`src/rtl/hdmi_infoframe_source_pkg.sv`:
```
// Shared constants and FSM encoding for the InfoFrame packet source.
// Byte map: 0..2 header bytes HB0..HB2, 3..30 payload bytes PB0..PB27.
package hdmi_infoframe_source_pkg;

  localparam int HDR_BYTES      = 3;
  localparam int PB_BYTES       = 28;
  localparam int NUM_BYTES      = HDR_BYTES + PB_BYTES;
  localparam int HDR_DATA_SLOTS = 24;
  localparam int SUB_DATA_SLOTS = 28;
  localparam int NUM_SUBPACKETS = 4;
  localparam int SUB_BYTES      = 7;

  localparam logic [4:0] ADDR_HB0  = 5'd0;
  localparam logic [4:0] ADDR_PB0  = 5'd3;
  localparam logic [4:0] ADDR_LAST = 5'd30;
  localparam logic [4:0] ADDR_NONE = 5'd31;

  typedef enum logic [2:0] {
    ST_IDLE,
    ST_COPY,
    ST_ARMED,
    ST_PENDING,
    ST_SENDING
  } state_t;

endpackage

```
`src/rtl/hdmi_infoframe_buffer.sv`:
```
// Shadow and active InfoFrame byte storage with a byte-wise copy port and
// slot-indexed bit readout of the active buffer (ungated).
module hdmi_infoframe_buffer
  import hdmi_infoframe_source_pkg::*;
(
  input  logic       clk,
  input  logic       rst,
  input  logic       wr_en,
  input  logic [4:0] wr_addr,
  input  logic [7:0] wr_data,
  input  logic       copy_en,
  input  logic [4:0] copy_idx,
  output logic [7:0] copy_byte,
  input  logic       csum_en,
  input  logic [7:0] csum_data,
  input  logic [4:0] slot,
  output logic       header_bit,
  output logic [7:0] sub_bits
);

  logic [7:0]  shadow [NUM_BYTES];
  logic [7:0]  active [NUM_BYTES];
  logic [23:0] hdr_bits;
  logic [55:0] sp [NUM_SUBPACKETS];
  logic [5:0]  sub_idx;

  always_ff @(posedge clk) begin
    if (rst) begin
      for (int i = 0; i < NUM_BYTES; i++) begin
        shadow[i] <= '0;
        active[i] <= '0;
      end
    end else begin
      if (wr_en && wr_addr != ADDR_NONE)
        shadow[wr_addr] <= wr_data;
      if (copy_en && copy_idx != ADDR_NONE)
        active[copy_idx] <= shadow[copy_idx];
      // The checksum byte lands after the walk and overrides the copied PB0.
      if (csum_en)
        active[ADDR_PB0] <= csum_data;
    end
  end

  assign copy_byte = (copy_idx == ADDR_NONE) ? 8'd0 : shadow[copy_idx];

  always_comb begin
    hdr_bits = {active[2], active[1], active[0]};
    for (int k = 0; k < NUM_SUBPACKETS; k++) begin
      sp[k] = '0;
      for (int b = 0; b < SUB_BYTES; b++)
        sp[k][8*b +: 8] = active[HDR_BYTES + SUB_BYTES*k + b];
    end
    sub_idx    = {slot, 1'b0};
    header_bit = 1'b0;
    sub_bits   = '0;
    if (slot < 5'(HDR_DATA_SLOTS))
      header_bit = hdr_bits[slot];
    if (slot < 5'(SUB_DATA_SLOTS)) begin
      for (int k = 0; k < NUM_SUBPACKETS; k++)
        sub_bits[2*k +: 2] = sp[k][sub_idx +: 2];
    end
  end

endmodule

```
`src/rtl/hdmi_infoframe_source.sv`:
```
// InfoFrame packet source for one aux packer slot: commit/copy/checksum FSM,
// vsync-triggered ready handshake and enable-gated bit serialization.
module hdmi_infoframe_source
  import hdmi_infoframe_source_pkg::*;
#(
  parameter bit VSYNC_ACTIVE = 1'b1,
  parameter bit REPEAT       = 1'b1
) (
  input  logic       clk,
  input  logic       rst,
  input  logic       vsync,
  input  logic [4:0] slot,
  input  logic       packet_end,
  input  logic       wr_en,
  input  logic [4:0] wr_addr,
  input  logic [7:0] wr_data,
  input  logic       commit,
  input  logic       enable,
  output logic       ready,
  output logic       header,
  output logic [1:0] sub0,
  output logic [1:0] sub1,
  output logic [1:0] sub2,
  output logic [1:0] sub3,
  output logic       busy,
  output logic       overrun
);

  state_t     state;
  logic [4:0] idx;
  logic [7:0] sum;
  logic       commit_pending;
  logic       vsync_q;
  logic       vsync_edge;
  logic       copy_en;
  logic       csum_en;
  logic [7:0] copy_byte;
  logic       header_bit;
  logic [7:0] sub_bits;

  assign vsync_edge = (vsync == VSYNC_ACTIVE) && (vsync_q != VSYNC_ACTIVE);
  assign copy_en    = (state == ST_COPY) && (idx != ADDR_NONE);
  assign csum_en    = (state == ST_COPY) && (idx == ADDR_NONE) && !commit;

  hdmi_infoframe_buffer u_buffer (
    .clk        (clk),
    .rst        (rst),
    .wr_en      (wr_en),
    .wr_addr    (wr_addr),
    .wr_data    (wr_data),
    .copy_en    (copy_en),
    .copy_idx   (idx),
    .copy_byte  (copy_byte),
    .csum_en    (csum_en),
    .csum_data  (8'd0 - sum),
    .slot       (slot),
    .header_bit (header_bit),
    .sub_bits   (sub_bits)
  );

  // idx == ADDR_NONE doubles as the "walk finished, write checksum" step.
  always_ff @(posedge clk) begin
    vsync_q <= vsync;
    if (rst) begin
      state          <= ST_IDLE;
      idx            <= '0;
      sum            <= '0;
      commit_pending <= 1'b0;
      ready          <= 1'b0;
      busy           <= 1'b0;
      overrun        <= 1'b0;
    end else begin
      overrun <= vsync_edge && (state == ST_PENDING || state == ST_SENDING);
      case (state)
        ST_IDLE: begin
          if (commit) begin
            state <= ST_COPY;
            idx   <= '0;
            sum   <= '0;
            busy  <= 1'b1;
          end
        end
        ST_COPY: begin
          if (commit) begin
            idx <= '0;
            sum <= '0;
          end else if (idx == ADDR_NONE) begin
            state <= ST_ARMED;
            busy  <= 1'b0;
          end else begin
            sum <= sum + ((idx == ADDR_PB0) ? 8'd0 : copy_byte);
            idx <= idx + 5'd1;
          end
        end
        ST_ARMED: begin
          if (commit) begin
            state <= ST_COPY;
            idx   <= '0;
            sum   <= '0;
            busy  <= 1'b1;
          end else if (vsync_edge) begin
            ready <= 1'b1;
            state <= ST_PENDING;
          end
        end
        ST_PENDING: begin
          if (commit) begin
            ready <= 1'b0;
            state <= ST_COPY;
            idx   <= '0;
            sum   <= '0;
            busy  <= 1'b1;
          end else if (enable) begin
            state <= ST_SENDING;
          end
        end
        ST_SENDING: begin
          if (commit)
            commit_pending <= 1'b1;
          if (packet_end && enable) begin
            ready <= 1'b0;
            if (commit_pending || commit) begin
              commit_pending <= 1'b0;
              state          <= ST_COPY;
              idx            <= '0;
              sum            <= '0;
              busy           <= 1'b1;
            end else begin
              state <= REPEAT ? ST_ARMED : ST_IDLE;
            end
          end
        end
        default: state <= ST_IDLE;
      endcase
    end
  end

  assign header = enable & header_bit;
  assign sub0   = enable ? sub_bits[1:0] : 2'b00;
  assign sub1   = enable ? sub_bits[3:2] : 2'b00;
  assign sub2   = enable ? sub_bits[5:4] : 2'b00;
  assign sub3   = enable ? sub_bits[7:6] : 2'b00;

endmodule
```
`config.mk`:
```
export PLATFORM = sky130hd
export DESIGN_NAME = hdmi_infoframe_source
export DESIGN_NICKNAME = d
export VERILOG_FILES = /design/src/rtl/hdmi_infoframe_source_pkg.sv /design/src/rtl/hdmi_infoframe_buffer.sv /design/src/rtl/hdmi_infoframe_source.sv
export SDC_FILE = /design/constraint.sdc
export NUM_CORES = 1
export LEC_CHECK = 0
export CAP_MARGIN = 10
export CORE_MARGIN = 5
export CORE_UTILIZATION = 55
export DETAILED_ROUTE_END_ITERATION = 12
export MAX_ROUTING_LAYER = met4
export PLACE_DENSITY = 0.72
export SETUP_SLACK_MARGIN = 0.5
export SYNTH_ARGS = -nofsm -noshare
export SYNTH_HDL_FRONTEND = slang
export SYNTH_SLANG_ARGS = --single-unit
export TNS_END_PERCENT = 30
```
`constraint.sdc`:
```
create_clock -name clk -period 4.3 [get_ports clk]
set_input_delay 0.86 -clock clk [delete_from_list [all_inputs] [get_ports clk]]
set_output_delay 0.86 -clock clk [all_outputs]
set_load 0.1 [all_outputs]
```
After elaboration in Yosys (flattened, before gate mapping) --
Memories as Yosys holds them, arrays and structs flattened. A register that Yosys moved wholly into a read port is not among the register bits. Cells that the tools add are included. Widths: inputs -> output; s select.
Word-level totals: register bits after elaboration 21, latch bits 0, RAM bits 496, bits in read-only memories 0, bits of input ports 25, output and inout bits 12, word-level logic and storage cells 130, memories kept 2
Operators by class: add/sub/neg operators 3, $mul 0, divide/modulo/power cells 0, $lt $le $gt $ge 3, equality and inequality tests 20, shift operators 4, multiplexer cells 66, bitwise gates (word level) 3, reductions and logical operators 21
Memories:
- u_buffer.active | depth 31, width 8, rd ports 31, clocked after Yosys merged registers in 0, write ports 31, line hdmi_infoframe_buffer.sv:22 | logic [7:0] active [NUM_BYTES];
- u_buffer.shadow | depth 31, width 8, rd ports 1, clocked after Yosys merged registers in 1, write ports 31, line hdmi_infoframe_buffer.sv:21 | logic [7:0] shadow [NUM_BYTES];
Operator list (number):
- $shiftx 56x7->2 | 4
- $mux 8 | 11
- $mux 5 | 9
- $mux 1 | 27
- $mux 3 | 8
- $pmux 8 s3 | 1
- $reduce_or 8->1 | 2
- $pmux 3 s5 | 1
- $pmux 5 s3 | 1
- $reduce_and 6->1 | 2
- $lt 5x5->1 const B | 2
- $mux 2 | 5
- $ne 2x2->1 const B | 5
- $ne 5x5->1 const B | 2
- $reduce_and 5->1 | 2
- $ne 3x3->1 const B | 3
- $add 8x8->8 | 1
- $logic_and 1x1->1 | 8
- $ne 2x1->1 const B | 4
- $sub 1x8->8 const A | 1
- $eq 3x2->1 const B | 2
- $lt 5x6->1 const B | 1
- $pmux 1 s3 | 2
- $reduce_bool 3->1 | 2
- other kinds (13) | 14

Logic depth before layout (Yosys ltp) --
Gate-level depths: netlist of run 1.
depth after elaboration 8, gate-level depth with buffers 15, gate-level depth less buffers 13

Modules after synthesis --
A second synthesis of run 1 with hierarchy kept.
Second synthesis, totals: cell total of the unflattened synthesis 1868, area total of the unflattened synthesis 24828.8 um^2
By module, submodules not included:
- hdmi_infoframe_buffer | instances 1, cells an instance 1668, area each 23247.3 um^2, sequential area each 15134.5 um^2
- hdmi_infoframe_source | instances 1, cells an instance 200, area each 1581.5 um^2, sequential area each 420.4 um^2

Worst setup path after synthesis of run 1 --
OpenSTA, ideal clock, no wires.
kind input port to output port, from input port slot[1], to output port sub2[0], arrival 3.599 ns, data required time 3.440 ns, setup slack -0.159 ns, cell stages on the path 8, path through buf_2 -> clkbuf_1 -> clkbuf_1 -> mux4_2 -> mux2i_1 -> o22ai_1 -> mux2i_1 -> nor2b_1
On the way: word-level cells in the longest chain between the ends 3, elaborated cells on any way between the ends 4
Ends and longest elaborated chain:
- start: declaration | line hdmi_infoframe_source.sv:12 | input logic [4:0] slot,
- $shiftx 56x7->2 or $lt 5x5->1 (tied branches) | line hdmi_infoframe_buffer.sv:60, hdmi_infoframe_buffer.sv:58
- $mux 8 * | line hdmi_infoframe_buffer.sv:58 | if (slot < 5'(SUB_DATA_SLOTS)) begin
- $mux 2 * | line hdmi_infoframe_source.sv:141 | assign sub2 = enable ? sub_bits[5:4] : 2'b00;
- end: declaration | line hdmi_infoframe_source.sv:23 | output logic [1:0] sub2,
Every way passes the cells marked *; elsewhere a longest branch is shown, timed or not.

Worst setup path in the final report of run 1 --
from input port slot[0], to output port sub3[0]
On the way: word-level cells in the longest chain between the ends 3, elaborated cells on any way between the ends 4
Ends and longest elaborated chain:
- $shiftx 56x7->2 or $lt 5x5->1 (tied branches) | line hdmi_infoframe_buffer.sv:60, hdmi_infoframe_buffer.sv:58
- $mux 8 * | line hdmi_infoframe_buffer.sv:58
- $mux 2 * | line hdmi_infoframe_source.sv:142 | assign sub3 = enable ? sub_bits[7:6] : 2'b00;
- end: declaration | line hdmi_infoframe_source.sv:24 | output logic [1:0] sub3,
Marks and branches as above.

==> key figures, run 1 <==
Final layout
  • Layout cell share with drive strength beyond 1: between 20% and 30%
  • Area occupied by multi-input gates: ~0.0084 mm^2
  • Fill count: around 3,300
  • FF+latch area: around 0.016 mm^2
  • Area growth from synthesis to final layout: 11.9%
  • Commonest non-fill, non-tap cells in the layout: edfxtp_1 (504), nor2_1 (308), and2_1 (253), mux4_2 (136), buf_4 (73)
  • # nets final: 1,775
  • Most common cell after layout, fill and taps aside: edfxtp_1
  • Non-filler cells, final: 2,370

Logic synthesis
  • Mapped cell area: ~0.025 mm^2
  • Post-Synthesis Cells: ~1,700
  • Top_reg_cell synth: edfxtp_1
  • Post-synth top area share: about 61%
  • Largest cells by area after synthesis: edfxtp_1 (61%), mux4_2 (12%), and2_1 (6.4%)
  • Synth async-reset ratio: 0%
  • Synthesized flop and latch total: 530
  • Mapped Avg Cell Area: 14.7 um^2
  • Post-synth top area cell: edfxtp_1
  • Synth unique cells: 55
  • Post-synth EDFFs: between 500 and 600
  • Seq/Total Area, Yosys: a little under two thirds
  • Syn. warnings: 0

CTS
  • Clk buf depth: 3
  • CTS Buf Count: 53
  • Max H-tree Level: 2
  • CTS Root Cell: clkbuf_16
  • Clock sink count: 530
  • CTS tree: built
  • Skew-Pair Late Insertion Delay: 0.62 ns
  • Reg clk slew, reported paths: roughly 0.060 ns

STA
  • Endpoints failing setup: 0
  • Final period util: between 80 and 90%
  • Hold WS: 0.549 ns
  • Max frequency: between 200 and 300 MHz
  • Final Max Tran Viols: 0
  • PnR worst setup slack: 0.565 ns
  • Slew margin rel.: between 20% and 30%
  • Tightest Pin Transition: 1.18 ns
  • Skew final: about 0.018 ns
  • Total negative setup slack: 0 ns
  • RSZ-0062 raised after global routing: true
  • Hold Vio Cnt, Final: 0
  • Tmin final: ~3.7 ns

Detailed routing
  • Total Routed Length: roughly 55,000 um
  • Routed via count: 13,868
  • First-iteration detailed-routing DRC count: 1,299
  • Drt pass-1 iters: 5
  • ANT nets after route: 0
  • Vias per cell: 5.85
  • DRC violations left: 0
  • Routed wire per std cell: 23.0 um

Die
  • Die Wd: approximately 220 um
  • Starting density of the core: 55.7%
  • Die Y: 222 um
  • Ports: 37
  • Full die area: 0.0492 mm^2
  • Row Count: just under 80
  • Floorplan core area: 0.0443 mm^2

Place
  • Placer Congestion: 0.811
  • IO buf count: 36
  • Pre-CTS WS: roughly 0.45 ns
  • Placed Cells: 2,269
  • Post-DP HPWL: roughly 35,000 um

Pwr
  • Worst vdd ir: 333 uV
  • PD cells: around 440 mW/mm^2
  • Tot Pwr: 0.0120 W
  • Leakage: 9.72 nW

Critical path
  • CP arrival: 2.87 ns
  • Crit end category: primary output
  • Internal reg-to-reg setup slack: 0.69 ns
  • Crit path required time: around 3.4 ns
  • CP Launch Type: input pin
  • Cells on worst reg2reg path: 12
  • Worst path cell trace: buf_4, buf_4, mux4_2, mux4_2, mux2i_1, nor2b_4, buf_12
  • Cell class contributing the biggest share of worst-path delay: multiplexers
  • Buf/Inv on CP: 3
  • Reg2reg end: sum[7]$_SDFFE_PP0P_
  • CP peak stage delay: 0.54 ns
  • Slowest-stage cell, CP: mux4_2
  • CP max FO: 16
  • Levels on crit path: 7
  • Setup CP Type: input pin to primary output

Global route
  • Largest net degree at the start of global routing: 52
  • Overflow after GRT: 0
  • First-pass GRT wire length: about 85,000 um
  • Initial antenna violation count: 0
  • Global-route total usage across every layer: 23.1%
  • Vias in the first global route: 14,575

Min path
  • Worst hold endpoint: ready$_SDFFE_PP0P_
  • Cells on Worst Hold Path: 2
  • HP Class: flip-flop to flip-flop
  • Min-Delay Startpoint: ready$_SDFFE_PP0P_

Run
  • Maxcap violations: 0

Outcome
  • Status: finished clean
## cell type report
| class | count | share of cell area [%] |
|---|---|---|
| diodes | 1 | 0.00906 |
| clock buffers | 73 | 5.22 |
| clock inverters | 23 | 0.888 |
| inverters | 17 | 0.231 |
| multi-input cells | 1020 | 30.3 |
| flip-flops and latches | 530 | 56.7 |
| well taps | 592 | 2.68 |
| repair buffers | 114 | 3.94 |
## through the flow
step	util [%]	area [um^2]
4_1_cts	62.2	27600
6_report	62.3	27600
2_1_floorplan	-	24700
3_3_place_gp	58.3	25900
5_1_grt	62.3	27600
3_5_place_dp	58.3	25900
## logic make-up (layout without fill, tap and decap cells)
| group | after synthesis | count (layout) | share of synthesized area (%) |
|---|---|---|---|
| and+or+nand+nor | 738 | 738 | 15.2 |
| DFF | 530 | 530 | 63.4 |
| muxes | 181 | 181 | 15.4 |
| buffers and inverters | 136 | 227 | 2.99 |
| AOI/OAI and AO/OA | 67 | 67 | 1.78 |
| adders and majority gates | 14 | 14 | 0.740 |
| xor gates and xnor gates | 12 | 12 | 0.426 |
| other | 1 | 9 | 0.0152 |
## tightest hold or removal path: cells and delay by family, from the launching register on
| kind | cells | cell delay (ns) |
|---|---|---|
| AOI/OAI and AO/OA | 2 | 0.16 |
| DFF | 1 | 0.34 |
## sequential cells by signal, indices dropped and copies added, names as in the netlist, named ones only
signal and count:
sum 8, u_buffer.active 248, overrun 1, vsync_q 1, idx 5, ready 1, u_buffer.shadow 256, commit_pending 1
busy 1, state 3
## power breakdown
group / internal (W) / switching, W
sequential: 0.00592 / 0.000127
combinational: 0.000573 / 0.000883
clock: 0.00259 / 0.00195
total: 0.00909 / 0.00296
## how the worst max path moves through the flow
stage | from | to | slack [ns]
finish | slot[0] | sub3[0] | 0.57
global route | slot[0] | sub3[1] | 0.45
CTS | slot[0] | sub3[0] | 0.53
detailed placement | flip-flop | sum[6]$_SDFFE_PP0P_ | 0.45
global placement | flip-flop | sum[6]$_SDFFE_PP0P_ | 0.51
floorplan | slot[1] | sub0[0] | 0.36
## layer usage
layer	track usage [%]	vias up	part of all wire (%)
met5	-	-	0
met4	6.40	0	2.6
met3	3.91	98	6.0
met2	39.1	458	52
met1	29.4	7043	39
li1	-	6269	-
## cells in the mapped netlist, drive strengths merged (8+ instances only)
library cell  instances
ha                   13
edfxtp              504
mux2i                32
nand2b               36
nand2                50
a21oi                18
nor3                  8
o22ai                17
mux4                149
or2                  33
nor2                308
nor2b                13
nand3b                9
buf                  49
clkbuf               70
dfxtp                26
and2                253
nor3b                 8
inv                  17
## what timing repair did
item	CTS	global route
setup endpoints to repair	2	5
hold buffers	0	0
buffers inserted	3	0
pin swaps	0	0
resized for setup	0	3
gates cloned	0	0
No activity file was read; power rests on OpenSTA's default activity.
==> run 2: changes to the inputs <==
GPL_TIMING_DRIVEN = 0   (was unset)
==> key figures, run 2 (synthesized netlist as in run 1, its figures left out) <==
Detailed routing
  • First-iteration detailed-routing DRC count: 1,317 (+1.4%)
  • ANT nets after route: 0 (unchanged)
  • DRC violations left: 0 (unchanged)
  • Routed via count: 14,476 (+4.4%)
  • Total Routed Length: 59,700 um (+9.3%)
  • Vias per cell: 5.92 (+1.2%)
  • Routed wire per std cell: 24.4 um (+6.0%)
  • Drt pass-1 iters: 5 (unchanged)

Die
  • Die Wd: 222 um (unchanged)
  • Full die area: 0.0492 mm^2 (unchanged)
  • Row Count: 77 (unchanged)
  • Floorplan core area: 0.0443 mm^2 (unchanged)
  • Ports: 37 (unchanged)
  • Die Y: 222 um (unchanged)
  • Starting density of the core: 55.7% (unchanged)

STA
  • Skew final: 0.0313 ns (+0.0131 ns)
  • Final period util: 88.1% (+1.3 points)
  • Final Max Tran Viols: 0 (unchanged)
  • Endpoints failing setup: 0 (unchanged)
  • Hold WS: 0.543 ns (-0.00542 ns)
  • Tightest Pin Transition: 1.09 ns (-0.0897 ns)
  • Max frequency: 264 MHz (-1.4%)
  • Tmin final: 3.79 ns (+0.0539 ns)
  • Slew margin rel.: 26.9% (+5.7 points)
  • RSZ-0062 raised after global routing: true
  • Total negative setup slack: 0 ns (unchanged)
  • Hold Vio Cnt, Final: 0 (unchanged)

CTS
  • Skew-Pair Late Insertion Delay: 0.61 ns (about the same)
  • CTS Buf Count: 54 (+1.9%)
  • CTS Root Cell: clkbuf_16
  • Reg clk slew, reported paths: 0.06 ns (about the same)
  • CTS tree: built
  • Post-cts hold buffer count: 0 (unchanged)
  • Clock sink count: 530 (unchanged)
  • Max H-tree Level: 2 (unchanged)
  • Clk buf depth: 3 (unchanged)

Global route
  • Initial antenna violation count: 0 (unchanged)
  • Global-route total usage across every layer: 24.9% (+1.8 points)
  • Largest net degree at the start of global routing: 14 (-73%)
  • Overflow after GRT: 0 (unchanged)
  • First-pass GRT wire length: 90,000 um (+5.3%)
  • Vias in the first global route: 14,910 (+2.3%)

Final layout
  • Max reg flops: 256 (unchanged)
  • Reg with most FFs: u_buffer.shadow
  • Area growth from synthesis to final layout: 13.8%
  • Largest regs: u_buffer.shadow (256), u_buffer.active (248), sum (8)
  • N_diodes: 0 (-1)
  • Commonest non-fill, non-tap cells in the layout: edfxtp_1 (504), nor2_1 (306), and2_1 (253), mux4_2 (145), clkbuf_1 (65)
  • Fin area: 0.0281 mm^2 (+1.7%)
  • Most common cell after layout, fill and taps aside: edfxtp_1
  • Final core utilization: 63.4% (+1.0 points)
  • Layout cell share with drive strength beyond 1: 21.1% (+1.0 points)
  • # nets final: 1,847 (+4.1%)

Critical path
  • Slowest-stage cell, CP: buf_4
  • CP Launch Type: input pin
  • Setup CP Type: input pin to primary output
  • Worst path cell trace: buf_2, clkbuf_8, clkbuf_4, mux4_2, inv_1, o22ai_1, mux2i_1, nor2b_2, buf_4
  • Crit end category: primary output
  • CP max FO: 10 (-6)
  • CP arrival: 2.93 ns (+0.06 ns)
  • CP peak stage delay: 0.31 ns (-0.23 ns)
  • Crit path required time: 3.44 ns (about the same)

Place
  • Post-DP Area: 0.0258 mm^2 (-0.35%)
  • IO buf count: 28 (-22%)
  • Post-DP HPWL: 39,900 um (+14%)
  • Placer Congestion: 0.879 (+8.4%)

Pwr
  • Worst vdd ir: 354 uV (+6.4%)
  • Leakage: 9.87 nW (+1.5%)
  • Tot Pwr: 0.0124 W (+3.2%)
  • PD cells: 443 mW/mm^2 (+1.5%)

Outcome
  • Status: finished clean

Min path
  • HP Class: flip-flop to flip-flop

Run
  • Maxcap violations: 0 (unchanged)
## run 2: changes by cell type in the layout (fill, tap and decap cells not counted), moves of 3 or more
| cell | change |
|---|---|
| clkinv_1 | +11 |
| buf_4 | -28 |
| mux4_1 | -9 |
| clkbuf_1 | +48 |
| mux4_2 | +9 |
| buf_1 | +4 |
| buf_2 | +7 |
| clkbuf_2 | +3 |
| ha_1 | -3 |
| clkdlybuf4s50_1 | -5 |
| bufinv_16 | +3 |
| buf_6 | +24 |
| clkbuf_8 | +4 |
| clkbuf_4 | +4 |
## run 2: area by class of cell
class                      instances  area, um^2
clock buffer                      65        1410
buffer                           119         910
clock inverter                    35         339
multi-input combinational       1020        8380
timing repair buffer              66         574
inverter                          17        63.8
sequential                       530       15700
tap                              592         741
fill                            3261       16200
## run 2: stage by stage
step           worst slack [ns]  std cells
5_1_grt                   0.424       2444
6_report                  0.511       2444
2_1_floorplan             0.361       1686
4_1_cts                   0.470       2423
3_5_place_dp              -1.50       2306
3_3_place_gp              -1.43       2306
## run 2: repair_timing
action                                 in CTS  in global routing
setup endpoints to repair                  16                 13
setup buffers                              17                 21
endpoints found under the hold margin       0                  0
pin swaps                                   1                 10
resized for setup                         119                 33
## run 2: worst paths after layout
check,slack [ns],to,cells past startpoint,start
max,0.51,sub3[1],9,slot[1]
max reg2reg,0.51,sum[6]$_SDFFE_PP0P_,15,flip-flop
min reg2reg,0.54,busy$_SDFFE_PP0P_,2,busy$_SDFFE_PP0P_
min,0.54,busy$_SDFFE_PP0P_,2,busy$_SDFFE_PP0P_
## run 2: critical path: cells and delay by family
family / cells / cell delay, ns
compound gates: 1 / 0.29
buf+inv: 5 / 1.18
mux: 2 / 0.39
simple gates: 1 / 0.18
## run 2: per-layer routing
metal | wire length [um] | vias to the layer above | track usage [%]
met5 | 0 | - | -
met4 | 1820 | 0 | 8.23
met3 | 4120 | 112 | 3.46
met2 | 31400 | 562 | 43.0
met1 | 22400 | 7377 | 30.8
li1 | - | 6425 | -
## run 2: where the power goes
part	leakage [nW]	total (W)	switching, W	internal (W)
combinational	3.92	0.00171	0.00102	0.000695
sequential	5.10	0.00602	0.0000947	0.00592
clock	0.850	0.00470	0.00195	0.00275
==> run 3: changes to the inputs <==
SLEW_MARGIN = 25   (was unset)
==> key figures, run 3 (synthesized netlist as in run 1, its figures left out) <==
Outcome
  • Status: finished clean

Critical path
  • Slowest-stage cell, CP: mux4_2
  • CP peak stage delay: 0.49 ns (+0.18 ns)
  • CP arrival: 2.98 ns (+0.05 ns)
  • Worst path cell trace: buf_2, clkbuf_4, mux4_2, mux4_2, mux2i_2, nor2b_2, buf_2
  • Crit path required time: 3.44 ns (about the same)
  • Setup CP Type: input pin to primary output
  • Cells on worst reg2reg path: 14 (-1)
  • CP max FO: 10 (unchanged)
  • Crit end category: primary output
  • Cell class contributing the biggest share of worst-path delay: multiplexers
  • CP Launch Type: input pin
  • Buf/Inv on CP: 3 (-2)
  • Levels on crit path: 7 (-2)

Detailed routing
  • Routed wire per std cell: 24.3 um (-0.41%)
  • Drt pass-1 iters: 6 (+1)
  • Vias per cell: 5.95 (+0.44%)
  • First-iteration detailed-routing DRC count: 1,297 (-1.5%)
  • ANT nets after route: 0 (unchanged)
  • Total Routed Length: 59,300 um (-0.69%)
  • Routed via count: 14,498 (+0.15%)
  • DRC violations left: 0 (unchanged)

Final layout
  • Area growth from synthesis to final layout: 13.5%
  • Final core utilization: 63.2% (-0.15 points)
  • Layout cell share with drive strength beyond 1: 20.9% (-0.25 points)
  • Commonest non-fill, non-tap cells in the layout: edfxtp_1 (504), nor2_1 (307), and2_1 (253), mux4_2 (143), clkbuf_1 (67)
  • N_diodes: 0 (unchanged)
  • Largest regs: u_buffer.shadow (256), u_buffer.active (248), sum (8)
  • Non-filler cells, final: 2,437 (-0.29%)
  • Max reg flops: 256 (unchanged)
  • Reg with most FFs: u_buffer.shadow
  • Fin area: 0.0280 mm^2 (-0.23%)
  • Most common cell after layout, fill and taps aside: edfxtp_1
  • # nets final: 1,840 (-0.38%)

Global route
  • Vias in the first global route: 14,791 (-0.80%)
  • First-pass GRT wire length: 89,900 um (about the same)
  • Global-route total usage across every layer: 24.9% (about the same)
  • Largest net degree at the start of global routing: 14 (unchanged)
  • Initial antenna violation count: 0 (unchanged)
  • Overflow after GRT: 0 (unchanged)

Die
  • Ports: 37 (unchanged)
  • Starting density of the core: 55.7% (unchanged)
  • Full die area: 0.0492 mm^2 (unchanged)
  • Row Count: 77 (unchanged)
  • Floorplan core area: 0.0443 mm^2 (unchanged)
  • Die Wd: 222 um (unchanged)
  • Die Y: 222 um (unchanged)

STA
  • Tmin final: 3.84 ns (+0.0504 ns)
  • Max frequency: 260 MHz (-1.3%)
  • Slew margin rel.: 24.9% (-2.0 points)
  • RSZ-0062 raised after global routing: true
  • Final Max Tran Viols: 0 (unchanged)
  • Final period util: 89.3% (+1.2 points)
  • Tightest Pin Transition: 1.12 ns (+0.0359 ns)
  • Hold Vio Cnt, Final: 0 (unchanged)
  • Skew final: 0.0223 ns (-0.00905 ns)
  • Endpoints failing setup: 0 (unchanged)
  • Hold WS: 0.545 ns (+0.00129 ns)

Place
  • Post-DP HPWL: 40,000 um (+0.15%)
  • IO buf count: 28 (unchanged)
  • Placed Cells: 2,307 (+0.043%)
  • Placer Congestion: 0.879 (unchanged)
  • Post-DP Area: 0.0258 mm^2 (about the same)

Min path
  • HP Class: flip-flop to flip-flop
  • Cells on Worst Hold Path: 2 (unchanged)

CTS
  • CTS Root Cell: clkbuf_16
  • Clock sink count: 530 (unchanged)
  • CTS tree: built
  • Post-cts hold buffer count: 0 (unchanged)
  • Clk buf depth: 3 (unchanged)
  • CTS Buf Count: 54 (unchanged)
  • Reg clk slew, reported paths: 0.06 ns (about the same)
  • Max H-tree Level: 2 (unchanged)
  • Skew-Pair Late Insertion Delay: 0.61 ns (about the same)

Run
  • Maxcap violations: 0 (unchanged)

Pwr
  • Worst vdd ir: 352 uV (-0.69%)
  • Leakage: 9.82 nW (-0.51%)
  • PD cells: 439 mW/mm^2 (-0.82%)
==> run 3: through the flow <==
| stage | setup slack (ns) | setup TNS, ns | power, W |
|---|---|---|---|
| after detailed placement | -1.51 | -12.65 | 0.00768 |
| after global routing | 0.424 | 0 | 0.0127 |
| after CTS | 0.457 | 0 | 0.0123 |
| final | 0.461 | 0 | 0.0123 |
| after global placement | -1.43 | -11.96 | 0.00764 |
| after floorplan | 0.361 | 0 | 0.00717 |
==> run 3: metal layers <==
metal,GRT usage [%],up-vias,part of all wire [%],wire length (um)
li1,-,6410,-,-
met1,31.0,7411,38,22500
met2,43.1,548,52,30900
met3,3.05,129,6.3,3750
met4,8.23,0,3.6,2110
met5,-,-,0,0
==> run 3: tightest hold or removal path: cells and delay by family, from the launching register on <==
family             cells  cell delay (ns)
AOI/OAI and AO/OA      2             0.18
DFF                    1             0.31
==> run 3: final timing paths <==
path                                             to         startpoint  slack [ns]
worst min-delay path              busy$_SDFFE_PP0P_  busy$_SDFFE_PP0P_        0.54
worst min register to register    busy$_SDFFE_PP0P_  busy$_SDFFE_PP0P_        0.54
worst max-delay path                        sub0[1]            slot[1]        0.46
worst max register to register  sum[7]$_SDFFE_PP0P_          flip-flop        0.55
==> run 3: cell type report <==
class                   count  area [um^2]
plain buffers             119          905
inverters                  17         63.8
clock buffers              67         1420
multi-input cells        1020         8400
fillers                  3272        16300
well taps                 592          741
clock inverters            33          287
repair buffers             59          539
flip-flops and latches    530        15700
==> run 3: power breakdown <==
group	leakage [nW]	internal (W)	total [W]	switching, W
clock network	0.821	0.00264	0.00458	0.00195
registers	5.10	0.00592	0.00601	0.0000932
logic	3.90	0.000692	0.00170	0.00101
total	9.82	0.00925	0.0123	0.00305
==> run 3: timing repair <==
action | in CTS | in global routing
resized for setup | 127 | 17
gates cloned | 1 | 0
pin swaps | 4 | 6
setup buffers | 17 | 12
endpoints found under the setup margin | 16 | 11
